==> src/rtl/fb_pkg.sv <==
// Shared types and constants for the framebuffer scanout reader.
package fb_pkg;

    typedef enum logic [2:0] {
        IDLE    = 3'd0,
        CHECK   = 3'd1,
        ISSUE   = 3'd2,
        COLLECT = 3'd3,
        DISCARD = 3'd4
    } state_t;

    localparam int PIX_W  = 8;
    localparam int WORD_W = 16;

    // Two 8-bit pixels are packed into each 16-bit SDRAM word.
    function automatic int frame_words(input int h, input int v);
        return (h * v) / 2;
    endfunction

endpackage

==> src/rtl/fb_scanout_reader_if.sv <==
// Avalon-MM burst read bus between the scanout reader (master) and the SDRAM port (slave).
interface fb_scanout_reader_if;
    import fb_pkg::*;

    // Handshake: a burst is accepted on a cycle with avm_read=1 and avm_waitrequest=0;
    // until then the master holds avm_read, avm_address and avm_burstcount stable.
    // Each cycle with avm_readdatavalid=1 carries one word of the single outstanding burst.
    logic [31:0]       avm_address;
    logic              avm_read;
    logic [3:0]        avm_burstcount;
    logic              avm_waitrequest;
    logic [WORD_W-1:0] avm_readdata;
    logic              avm_readdatavalid;

    modport master (
        output avm_address, avm_read, avm_burstcount,
        input  avm_waitrequest, avm_readdata, avm_readdatavalid
    );

    modport slave (
        input  avm_address, avm_read, avm_burstcount,
        output avm_waitrequest, avm_readdata, avm_readdatavalid
    );

endinterface

==> src/rtl/fb_word_fifo.sv <==
// Synchronous word FIFO with flush; dout shows the head word whenever not empty.
module fb_word_fifo
    import fb_pkg::*;
#(
    parameter int DEPTH = 64
) (
    input  logic                   clk_clk,
    input  logic                   reset_reset_n,
    input  logic                   flush,
    input  logic                   push,
    input  logic [WORD_W-1:0]      din,
    input  logic                   pop,
    output logic [WORD_W-1:0]      dout,
    output logic                   empty,
    output logic                   full,
    output logic [$clog2(DEPTH):0] free_cnt
);
    localparam int AW = $clog2(DEPTH);

    logic [WORD_W-1:0] mem_q [DEPTH];
    logic [AW-1:0]     wr_ptr_q, wr_ptr_d, rd_ptr_q, rd_ptr_d;
    logic [AW:0]       count_q, count_d;
    logic              do_push, do_pop;

    assign empty    = (count_q == '0);
    assign full     = (count_q == (AW+1)'(DEPTH));
    assign free_cnt = (AW+1)'(DEPTH) - count_q;
    assign dout     = mem_q[rd_ptr_q];

    always_comb begin
        // A full FIFO may still accept a push in the cycle it pops.
        do_push  = push && !flush && (!full || pop);
        do_pop   = pop && !flush && !empty;
        wr_ptr_d = wr_ptr_q;
        rd_ptr_d = rd_ptr_q;
        count_d  = count_q;
        if (flush) begin
            wr_ptr_d = '0;
            rd_ptr_d = '0;
            count_d  = '0;
        end else begin
            if (do_push) wr_ptr_d = wr_ptr_q + 1'b1;
            if (do_pop)  rd_ptr_d = rd_ptr_q + 1'b1;
            count_d = count_q + {{AW{1'b0}}, do_push} - {{AW{1'b0}}, do_pop};
        end
    end

    always_ff @(posedge clk_clk) begin
        if (!reset_reset_n) begin
            wr_ptr_q <= '0;
            rd_ptr_q <= '0;
            count_q  <= '0;
        end else begin
            wr_ptr_q <= wr_ptr_d;
            rd_ptr_q <= rd_ptr_d;
            count_q  <= count_d;
        end
    end

    always_ff @(posedge clk_clk) begin
        if (do_push) mem_q[wr_ptr_q] <= din;
    end

endmodule

==> src/rtl/fb_scanout_reader.sv <==
// Fetches one frame of packed 8-bit iteration indices from SDRAM in raster order
// and hands them out one pixel per pix_req to the VGA colour stage.
module fb_scanout_reader
    import fb_pkg::*;
#(
    parameter int          H_ACTIVE   = 640,
    parameter int          V_ACTIVE   = 480,
    parameter logic [31:0] BASE_ADDR  = 32'h0,
    parameter int          BURST_LEN  = 8,
    parameter int          FIFO_DEPTH = 64
) (
    input  logic                clk_clk,
    input  logic                reset_reset_n,
    input  logic                frame_start,
    fb_scanout_reader_if.master avm,
    input  logic                pix_req,
    output logic [PIX_W-1:0]    pix_data,
    output logic                pix_valid,
    output logic                underflow,
    output logic                frame_done,
    output state_t              dbg_state
);
    localparam int FRAME_WORDS = frame_words(H_ACTIVE, V_ACTIVE);
    localparam int NBURSTS     = FRAME_WORDS / BURST_LEN;
    localparam int BW          = $clog2(NBURSTS + 1);
    localparam int RW          = $clog2(BURST_LEN + 1);
    localparam int FW          = $clog2(FIFO_DEPTH);

    localparam logic [BW-1:0] NB_LAST   = BW'(NBURSTS);
    localparam logic [RW-1:0] RCV_LAST  = RW'(BURST_LEN - 1);
    localparam logic [31:0]   ADDR_STEP = 32'(2 * BURST_LEN);

    if (((H_ACTIVE * V_ACTIVE) % 2 != 0) || (FRAME_WORDS % BURST_LEN != 0) ||
        (BURST_LEN > 15) || (FIFO_DEPTH != (1 << FW)) || (FIFO_DEPTH < 2 * BURST_LEN)) begin : g_bad_cfg
        $error("fb_scanout_reader: frame must split into whole words and bursts, FIFO_DEPTH a power of two >= 2*BURST_LEN");
    end

    state_t            state_q, state_d;
    logic [31:0]       addr_q, addr_d;
    logic [BW-1:0]     bursts_q, bursts_d;
    logic [RW-1:0]     rcv_q, rcv_d;
    logic              half_q, half_d;
    logic              underflow_q, underflow_d;
    logic [PIX_W-1:0]  pix_data_q, pix_data_d;
    logic              pix_valid_q, pix_valid_d;
    logic              frame_done_q, frame_done_d;

    logic              fifo_push, fifo_pop;
    logic [WORD_W-1:0] fifo_dout;
    logic              fifo_empty, fifo_full;
    logic [FW:0]       fifo_free;

    fb_word_fifo #(.DEPTH(FIFO_DEPTH)) u_fifo (
        .clk_clk       (clk_clk),
        .reset_reset_n (reset_reset_n),
        .flush         (frame_start),
        .push          (fifo_push),
        .din           (avm.avm_readdata),
        .pop           (fifo_pop),
        .dout          (fifo_dout),
        .empty         (fifo_empty),
        .full          (fifo_full),
        .free_cnt      (fifo_free)
    );

    always_comb begin
        state_d            = state_q;
        addr_d             = addr_q;
        bursts_d           = bursts_q;
        rcv_d              = rcv_q;
        frame_done_d       = 1'b0;
        fifo_push          = 1'b0;
        avm.avm_read       = 1'b0;
        avm.avm_address    = '0;
        avm.avm_burstcount = '0;
        case (state_q)
            IDLE: if (frame_start) state_d = CHECK;
            CHECK: begin
                if (frame_start)                           state_d = CHECK;
                else if (bursts_q == NB_LAST)              state_d = IDLE;
                else if (fifo_free >= (FW+1)'(BURST_LEN))  state_d = ISSUE;
            end
            ISSUE: begin
                avm.avm_read       = 1'b1;
                avm.avm_address    = addr_q;
                avm.avm_burstcount = 4'(BURST_LEN);
                if (!avm.avm_waitrequest) begin
                    rcv_d = '0;
                    // An accepted burst must be drained even when the frame restarts.
                    if (frame_start) state_d = DISCARD;
                    else begin
                        addr_d   = addr_q + ADDR_STEP;
                        bursts_d = bursts_q + 1'b1;
                        state_d  = COLLECT;
                    end
                end else if (frame_start) begin
                    state_d = CHECK;
                end
            end
            COLLECT: begin
                if (avm.avm_readdatavalid) begin
                    rcv_d     = rcv_q + 1'b1;
                    fifo_push = !frame_start;
                    if (rcv_q == RCV_LAST && !frame_start) begin
                        state_d      = CHECK;
                        frame_done_d = (bursts_q == NB_LAST);
                    end
                end
                if (frame_start)
                    state_d = (avm.avm_readdatavalid && rcv_q == RCV_LAST) ? CHECK : DISCARD;
            end
            DISCARD: begin
                if (avm.avm_readdatavalid) begin
                    rcv_d = rcv_q + 1'b1;
                    if (rcv_q == RCV_LAST) state_d = CHECK;
                end
            end
            default: state_d = IDLE;
        endcase
        if (frame_start) begin
            addr_d   = BASE_ADDR;
            bursts_d = '0;
        end
    end

    // Unpacker: low byte first, the FIFO word is popped with the high byte.
    always_comb begin
        pix_valid_d = 1'b0;
        pix_data_d  = '0;
        half_d      = half_q;
        underflow_d = underflow_q;
        fifo_pop    = 1'b0;
        if (frame_start) begin
            half_d      = 1'b0;
            underflow_d = 1'b0;
        end else if (pix_req) begin
            if (!fifo_empty) begin
                pix_valid_d = 1'b1;
                pix_data_d  = half_q ? fifo_dout[WORD_W-1:PIX_W] : fifo_dout[PIX_W-1:0];
                half_d      = ~half_q;
                fifo_pop    = half_q;
            end else begin
                underflow_d = 1'b1;
            end
        end
    end

    always_ff @(posedge clk_clk) begin
        if (!reset_reset_n) begin
            state_q      <= IDLE;
            addr_q       <= BASE_ADDR;
            bursts_q     <= '0;
            rcv_q        <= '0;
            half_q       <= 1'b0;
            underflow_q  <= 1'b0;
            pix_data_q   <= '0;
            pix_valid_q  <= 1'b0;
            frame_done_q <= 1'b0;
        end else begin
            state_q      <= state_d;
            addr_q       <= addr_d;
            bursts_q     <= bursts_d;
            rcv_q        <= rcv_d;
            half_q       <= half_d;
            underflow_q  <= underflow_d;
            pix_data_q   <= pix_data_d;
            pix_valid_q  <= pix_valid_d;
            frame_done_q <= frame_done_d;
        end
    end

    // CHECK only issues a burst when a whole burst fits, so this never fires.
    assert property (@(posedge clk_clk) disable iff (!reset_reset_n)
                     !(fifo_push && fifo_full && !fifo_pop));

    assign pix_data   = pix_data_q;
    assign pix_valid  = pix_valid_q;
    assign underflow  = underflow_q;
    assign frame_done = frame_done_q;
    assign dbg_state  = state_q;

endmodule

==> src/flat_wrapper.sv <==
// flat-port wrapper written by rule: the top's interface ports become plain ports
module fb_scanout_reader_flat import fb_pkg::*;
#(
    parameter int          H_ACTIVE   = 640,
    parameter int          V_ACTIVE   = 480,
    parameter logic [31:0] BASE_ADDR  = 32'h0,
    parameter int          BURST_LEN  = 8,
    parameter int          FIFO_DEPTH = 64
)
  (clk_clk, reset_reset_n, frame_start, pix_req, pix_data, pix_valid, underflow, frame_done, dbg_state, avm_avm_address, avm_avm_read, avm_avm_burstcount, avm_avm_waitrequest, avm_avm_readdata, avm_avm_readdatavalid);
  fb_scanout_reader_if avm_i ();
  input  logic clk_clk;
  input  logic reset_reset_n;
  input  logic frame_start;
  input  logic pix_req;
  output logic [PIX_W-1:0] pix_data;
  output logic pix_valid;
  output logic underflow;
  output logic frame_done;
  output state_t dbg_state;
  output wire logic [$bits(avm_i.avm_address)-1:0] avm_avm_address;
  output wire logic [$bits(avm_i.avm_read)-1:0] avm_avm_read;
  output wire logic [$bits(avm_i.avm_burstcount)-1:0] avm_avm_burstcount;
  input wire logic [$bits(avm_i.avm_waitrequest)-1:0] avm_avm_waitrequest;
  input wire logic [$bits(avm_i.avm_readdata)-1:0] avm_avm_readdata;
  input wire logic [$bits(avm_i.avm_readdatavalid)-1:0] avm_avm_readdatavalid;
  assign avm_avm_address = avm_i.avm_address;
  assign avm_avm_read = avm_i.avm_read;
  assign avm_avm_burstcount = avm_i.avm_burstcount;
  assign avm_i.avm_waitrequest = avm_avm_waitrequest;
  assign avm_i.avm_readdata = avm_avm_readdata;
  assign avm_i.avm_readdatavalid = avm_avm_readdatavalid;
  fb_scanout_reader #(.H_ACTIVE(H_ACTIVE), .V_ACTIVE(V_ACTIVE), .BASE_ADDR(BASE_ADDR), .BURST_LEN(BURST_LEN), .FIFO_DEPTH(FIFO_DEPTH)) u_core (.clk_clk(clk_clk), .reset_reset_n(reset_reset_n), .frame_start(frame_start), .avm(avm_i), .pix_req(pix_req), .pix_data(pix_data), .pix_valid(pix_valid), .underflow(underflow), .frame_done(frame_done), .dbg_state(dbg_state));
endmodule
==> config.mk <==
export PLATFORM = sky130hd
export DESIGN_NAME = fb_scanout_reader_flat
export DESIGN_NICKNAME = d
export VERILOG_FILES = /design/src/rtl/fb_pkg.sv /design/src/rtl/fb_scanout_reader_if.sv /design/src/rtl/fb_word_fifo.sv /design/src/rtl/fb_scanout_reader.sv /design/src/flat_wrapper.sv
export SDC_FILE = /design/constraint.sdc
export NUM_CORES = 1
export LEC_CHECK = 0
export BUFFER_PORTS_ARGS = -buffer_cell sky130_fd_sc_hd__buf_2
export CAP_MARGIN = 20
export CORE_MARGIN = 4
export CORE_UTILIZATION = 56
export DETAILED_ROUTE_END_ITERATION = 7
export PLACE_DENSITY = 0.75
export SYNTH_ARGS = -nofsm -noshare
export SYNTH_HDL_FRONTEND = slang
export SYNTH_SLANG_ARGS = --single-unit
==> constraint.sdc <==
create_clock -name clk_clk -period 3.2 [get_ports clk_clk]
set_clock_uncertainty 0.15 [all_clocks]
set_input_delay 0.16 -clock clk_clk [delete_from_list [all_inputs] [get_ports clk_clk]]
set_output_delay 0.16 -clock clk_clk [all_outputs]
set_load 0.05 [all_outputs]
==> run summary, run 1 <==
outcome = completed
drt via density = 6.28
CTS Buf Count = 107
DRT Pass-1 Iters = 6
most frequent cells in the layout = 1024 x edfxtp_1, 182 x mux4_2, 160 x buf_4, 152 x mux2i_1, 143 x nor2_1
clock buffer depth = 3
Mapped Avg Cell Area = 18.5 sq um
Post-Place Setup Slack = -48.8 ps
# clock sinks = 1111
antenna-violating nets left = 0
first-pass GRT wire length = 153000 microns
leakage = 15.8 nW
Arr. time, crit path = 3520 ps
final WL = 103000 microns
Post-synth EDFFs = 1024
area grow syn2layout = 15.5%
gpl congestion = 0.965
Mapped Area = 43600 sq um
main flop type after synthesis = edfxtp_1
Max stage delay cell, worst path = fa_2
asr flop ratio synth = 0%
ratio of cells with drive above 1 in the final layout = 23.8%
port bufs = 65
Top Ports = 73
RSZ-0062 raised after global routing = yes
Final min period = 3150 ps
commonest non-fill, non-tap cell in the layout = edfxtp_1
CTS clk-pin slew, worst paths = 60 ps
#FFs+latches synth = 1111
Final Slew Violations = 0
Hold/Removal Path Class = input port to flip-flop
Cell variety after synth = 62
final hold vios = 0
Met2 Wirelength = 50200 microns
Starting DRT DRC Count = 3295
Crit Path Category = flip-flop to flip-flop
vias in the first global route = 23500
crit path cell chain = inv_2 > ha_4 > and4bb_2 > a2111oi_4 > inv_1 > ha_1 > inv_1 > ha_2 > inv_2 > fa_2 > o21bai_4 > a21oi_2 > o21bai_1 > a21oi_1 > xnor2_1 > nor2_1
clk_lat worst skew = 660 ps
Slew HR = 25.1%
core outline area = 77200 sq um
GRT Residual Overflow = 0
# rows = 102
H-tree depth = 3
fin worst setup slack = 49.9 ps
CP endpoint kind = flip-flop
drt wl/cell = 27.6 microns
post-route setup TNS = 0 ps
HPWL Detailed = 64700 microns
Met3 Wirelength = 9570 microns
data required time at the worst endpoint = 3570 ps
Root Buffer = clkbuf_16
Horiz. Die Dim = 287 microns
# nets final = 2664
largest fanout on the critical path = 2
Post-Route M1 WL = 40000 microns
worst hold slack = 72.4 ps
Final period util = 98.4%
Die Area = 82300 sq um
fmax = 317 MHz
Max stage delay on crit path = 410 ps
via count = 23600
cells after synthesis = 2360
Seq/Total Area, Yosys = 74.6%
Final setup viols = 0
CTS tree = yes
CP Launch Type = flip-flop
All-Layer GR Usage = 25.2%
die height = 287 microns
max_cap viols = 0
Pwr Total = 28.7 mW
yosys warns = 0
largest net degree at the start of global routing = 67
initial antenna violation count = 2
Worst Max-Slew Pin Slew = 1120 ps
Max VDD drop = 0.416 mV
power per cell area = 570 nW/um^2
Max Used Layer = met5
Residual DRC = 0
Initial Util = 56.4%
[where the power goes]
group | internal (mW) | total [mW] | leakage [nW] | switching (mW)
registers | 15.8 | 15.8 | 9.91 | 0.00463
clock network | 7.19 | 12.5 | 1.71 | 5.27
logic | 0.0634 | 0.386 | 4.20 | 0.323
[stage by stage]
stage	utilization, %	cell area, sq um	cells
detailed placement	60.2	46500	3528
floorplan	-	43600	2366
finish	65.2	50300	3751
global placement	60.2	46500	3528
global route	65.2	50300	3750
CTS	64.9	50100	3738
[synthesized netlist by cell type (3+ instances only)]
master | count | share of area, %
a21boi_0 | 3 | 0.052
a21o_1 | 12 | 0.21
a21oi_1 | 29 | 0.33
a22oi_1 | 123 | 2.1
a31oi_1 | 5 | 0.072
a32oi_1 | 5 | 0.10
and2_1 | 38 | 0.55
and3_1 | 12 | 0.17
and3b_1 | 3 | 0.060
and4_1 | 8 | 0.16
buf_1 | 9 | 0.078
buf_2 | 44 | 0.51
buf_4 | 23 | 0.40
buf_6 | 4 | 0.10
clkbuf_1 | 57 | 0.49
dfxtp_1 | 87 | 4.0
edfxtp_1 | 1024 | 71
ha_1 | 17 | 0.49
inv_1 | 24 | 0.21
mux2i_1 | 152 | 3.5
mux4_2 | 182 | 9.4
nand2_1 | 49 | 0.42
nand2b_1 | 6 | 0.086
nand3_1 | 85 | 0.98
nand3b_1 | 9 | 0.16
nand4_1 | 48 | 0.69
nor2_1 | 144 | 1.2
nor2b_1 | 9 | 0.13
nor3_1 | 12 | 0.14
nor4_1 | 3 | 0.043
nor4bb_1 | 3 | 0.069
o2111ai_1 | 5 | 0.10
o211ai_1 | 3 | 0.052
o21ai_0 | 20 | 0.23
o21bai_1 | 4 | 0.069
o22ai_1 | 3 | 0.043
or3_1 | 12 | 0.17
xnor2_1 | 20 | 0.40
xor2_1 | 34 | 0.68
[path summary, 6_finish.rpt]
path                                          startpoint                           to  slack (ps)  cells after the start
worst max-delay path            u_core.u_fifo.count_q[3]     u_core.u_fifo.count_q[6]          50                     16
worst min-delay path                avm_avm_readdata[12]  u_core.u_fifo.mem_q[36][12]          70                      1
worst max register to register  u_core.u_fifo.count_q[3]     u_core.u_fifo.count_q[6]          50                     16
worst min register to register          u_core.underflow             u_core.underflow         340                      2
[cell families (layout without fill, tap and decap cells)]
group / after synthesis / count (layout) / synth area share, %
fa+ha+maj: 18 / 18 / 0.534
compound gates: 220 / 220 / 3.58
xor+xnor: 54 / 54 / 1.09
buf+inv: 161 / 505 / 1.78
flops: 1111 / 1111 / 74.6
mux: 335 / 335 / 12.9
simple gates: 460 / 460 / 5.49
other cells: 1 / 8 / 0.00861
[worst max-delay path, delay by kind of cell, from the launching register on]
kind                     cells  cell delay [ps]
adder cells (fa/ha/maj)      4             1010
flip-flops                   1              330
XOR/XNOR                     1              130
buffers and inverters        4              250
AO/OA/AOI/OAI                5              840
AND/OR/NAND/NOR              2              300
[final cells by class]
type	instances	area (sq um)
diodes	1	2.50
clock inverters	64	612
inverters	24	90.1
multi-input cells	1094	10400
well taps	1040	1300
repair buffers	286	2570
flip-flops and latches	1111	32500
clock buffers	131	2850
fillers	5058	26900
[routing by layer]
metal  GRT usage, %  vias up
met4           8.36        2
li1               -    10000
met1           35.4    12100
met5              0        -
met2           40.2     1281
met3           4.88      216
[flip-flops by register name, summed over array words and instances, names as in the netlist, named ones only]
signal,count
u_core.addr_q,28
u_core.bursts_q,15
u_core.dbg_state,3
u_core.frame_done,1
u_core.half_q,1
u_core.pix_data,8
u_core.pix_valid,1
u_core.rcv_q,4
u_core.u_fifo.count_q,7
u_core.u_fifo.mem_q,1024
u_core.u_fifo.rd_ptr_q,6
u_core.u_fifo.wr_ptr_q,6
u_core.underflow,1
[timing repair]
item,4_1_cts,5_1_grt
setup endpoints to repair,1,31
hold endpoints to repair,204,93
resized for setup,0,14
setup buffers,0,6
hold buffers,15,3
pin swaps,2,10
Note: power is estimated with default switching activity, not from simulation.
==> run 2: changes to the inputs <==
--- a/config.mk
+++ b/config.mk
@@ -5,7 +5,7 @@
 export SDC_FILE = /design/constraint.sdc
 export NUM_CORES = 1
 export LEC_CHECK = 0
-export BUFFER_PORTS_ARGS = -buffer_cell sky130_fd_sc_hd__buf_2
+export BUFFER_PORTS_ARGS = -buffer_cell sky130_fd_sc_hd__clkbuf_2
 export CAP_MARGIN = 20
 export CORE_MARGIN = 4
 export CORE_UTILIZATION = 56
==> run summary, run 2 (synthesized netlist as in run 1, its figures left out) <==
outcome = finished, violations left (was completed)
failing checks = setup timing
largest fanout on the critical path = 2 (unchanged)
core outline area = 77200 sq um (unchanged)
port bufs = 65 (unchanged)
Final Non-Filler Cells = 3751 (unchanged)
commonest non-fill, non-tap cell in the layout = edfxtp_1 (unchanged)
GRT Residual Overflow = 0 (unchanged)
CTS clk-pin slew, worst paths = 60 ps (about the same)
max FFs per register = 1024 (unchanged)
Cell Area, Placed = 46400 sq um (was 46500 sq um)
Max stage delay cell, worst path = fa_2 (unchanged)
via count = 23800 (was 23600)
antenna-violating nets left = 0 (unchanged)
M3 GR Usage = 4.73% (was 4.88%)
die height = 287 microns (unchanged)
Crit path max-delay family = adder cells (unchanged)
Die Area = 82300 sq um (unchanged)
switching part of the total = 19.6% (was 19.5%)
fin worst setup slack = -33.6 ps (was 49.9 ps)
FF-to-FF path depth = 16 (unchanged)
Power Internal = 22.8 mW (was 23.1 mW)
design area = 50000 sq um (was 50300 sq um)
CP Launch Type = flip-flop (unchanged)
clk_lat worst skew = 660 ps (about the same)
Min-Delay Path Depth = 1 (unchanged)
clock network power share = 42.8% (was 43.4%)
Slew HR = 22.0% (was 25.1%)
fin util = 64.7% (was 65.2%)
RSZ-0062 raised after global routing = yes (unchanged)
routing usage on met1 = 35.3% (was 35.4%)
Comb pwr share = 1.4% (was 1.3%)
Initial Util = 56.4% (unchanged)
Final min period = 3230 ps (was 3150 ps)
# nets final = 2662 (was 2664)
# clock sinks = 1111 (unchanged)
sequential power share = 55.9% (was 55.2%)
area grow syn2layout = 14.8% (was 15.5%)
crit path cell chain = inv_2 > ha_4 > and4bb_2 > a2111oi_4 > inv_1 > ha_1 > inv_1 > ha_2 > inv_2 > fa_2 > o21bai_1 > a21oi_2 > o21bai_1 > a21oi_2 > xnor2_1 > nor2_1 (was inv_2 > ha_4 > and4bb_2 > a2111oi_4 > inv_1 > ha_1 > inv_1 > ha_2 > inv_2 > fa_2 > o21bai_4 > a21oi_2 > o21bai_1 > a21oi_1 > xnor2_1 > nor2_1)
Root Buffer = clkbuf_16 (unchanged)
Post-Place Setup Slack = -114 ps (was -48.8 ps)
Critical Path Start = u_core.u_fifo.count_q[3] (unchanged)
GR peak layer = met2 (unchanged)
Final setup viols = 1 (was 0)
first-pass GRT wire length = 155000 microns (was 153000 microns)
Crit Path Category = flip-flop to flip-flop (unchanged)
Reg-to-Reg Start = u_core.u_fifo.count_q[3] (unchanged)
Arr. time, crit path = 3600 ps (was 3520 ps)
final WL = 104000 microns (was 103000 microns)
Worst Max-Slew Pin Slew = 1170 ps (was 1120 ps)
Starting DRT DRC Count = 3007 (was 3295)
ratio of cells with drive above 1 in the final layout = 23.9% (was 23.8%)
data required time at the worst endpoint = 3560 ps (was 3570 ps)
CTS Buf Count = 107 (unchanged)
met2 Use GR = 40.5% (was 40.2%)
fill cell count = 5039 (was 5058)
H-tree depth = 3 (unchanged)
most frequent cells in the layout = 1024 x edfxtp_1, 183 x buf_4, 182 x mux4_2, 152 x mux2i_1, 143 x nor2_1 (was 1024 x edfxtp_1, 182 x mux4_2, 160 x buf_4, 152 x mux2i_1, 143 x nor2_1)
Top Ports = 73 (unchanged)
# rows = 102 (unchanged)
CTS tree = yes (unchanged)
CP endpoint kind = flip-flop (unchanged)
max_cap viols = 0 (unchanged)
post-route setup TNS = -33.6 ps (was 0 ps)
largest net degree at the start of global routing = 82 (was 67)
final hold vios = 0 (unchanged)
All-Layer GR Usage = 25.4% (was 25.2%)
vias in the first global route = 24000 (was 23500)
power per cell area = 567 nW/um^2 (was 570 nW/um^2)
Switch Pwr = 5.57 mW (was 5.59 mW)
Final Slew Violations = 0 (unchanged)
worst hold slack = 3.71 ps (was 72.4 ps)
leakage = 15.7 nW (was 15.8 nW)
Final period util = 101% (was 98.4%)
Hold/Removal Path Class = input port to flip-flop (unchanged)
Max stage delay on crit path = 380 ps (was 410 ps)
HPWL Detailed = 66300 microns (was 64700 microns)
Max VDD drop = 0.433 mV (was 0.416 mV)
drt via density = 6.35 (was 6.28)
Critical Path Stages = 16 (unchanged)
min-delay src = avm_avm_readdata[9] (was avm_avm_readdata[12])
clock buffer depth = 3 (unchanged)
initial antenna violation count = 2 (unchanged)
placed instance count = 3535 (was 3528)
largest registers = u_core.u_fifo.mem_q x1024, u_core.addr_q x28, u_core.bursts_q x15 (unchanged)
gpl congestion = 0.972 (was 0.965)
Residual DRC = 0 (unchanged)
Pwr Total = 28.4 mW (was 28.7 mW)
R2R setup slack = -30 ps (was 50 ps)
Bufs and invs on worst path = 4 (unchanged)
Horiz. Die Dim = 287 microns (unchanged)
DRT Pass-1 Iters = 6 (unchanged)
Largest Register = u_core.u_fifo.mem_q (unchanged)
fmax = 309 MHz (was 317 MHz)
drt wl/cell = 27.7 microns (was 27.6 microns)
run 2: changes by cell type in the layout (fill, tap and decap cells not counted), moves of 2 or more:
| cell | previous run | this run |
|---|---|---|
| clkinv_1 | 21 | 28 |
| buf_12 | 42 | 26 |
| buf_4 | 160 | 183 |
| buf_2 | 65 | 0 |
| clkinv_2 | 24 | 21 |
| bufinv_16 | 11 | 7 |
| dlygate4sd3_1 | 18 | 9 |
| clkbuf_2 | 0 | 65 |
| clkbuf_8 | 4 | 2 |
run 2: what timing repair did:
item | CTS | global route
hold buffers | 8 | 1
pin swaps | 11 | 3
resized for setup | 10 | 4
hold endpoints to repair | 60 | 38
gates cloned | 0 | 0
setup buffers | 3 | 5
setup endpoints to repair | 1 | 294
run 2: final timing paths:
kind,end
setup / recovery,u_core.u_fifo.count_q[6]
hold / removal,u_core.u_fifo.mem_q[11][9]
setup reg to reg,u_core.u_fifo.count_q[6]
hold reg to reg,u_core.underflow
run 2: power groups by stage:
stage | Combinational (mW) | Sequential [mW] | Clock [mW]
finish | 0.385 | 15.8 | 12.1
global placement | 0.341 | 16.2 | 0
CTS | 0.376 | 15.8 | 12.3
global route | 0.411 | 15.8 | 12.9
floorplan | 0.0716 | 16.2 | 0
detailed placement | 0.369 | 16.2 | 0
run 2: layer usage:
metal / part of all wire (%) / wire length [microns] / up-vias
met2: 48 / 49800 / 1346
met5: 0.0087 / 9 / -
met1: 39 / 40400 / 12200
li1: - / - / 10000
met3: 9.1 / 9450 / 221
met4: 4.1 / 4280 / 2
run 2: final cells by class:
| cell class | count | area [sq um] | area share, % |
|---|---|---|---|
| clock buffer | 130 | 2850 | 5.70 |
| multi-input combinational | 1094 | 10400 | 20.7 |
| timing repair buffer | 284 | 2340 | 4.68 |
| clock inverter | 67 | 532 | 1.06 |
| inverter | 24 | 90.1 | 0.180 |
| tap | 1040 | 1300 | 2.60 |
| antenna | 1 | 2.50 | 0.00501 |
| sequential | 1111 | 32500 | 65.0 |
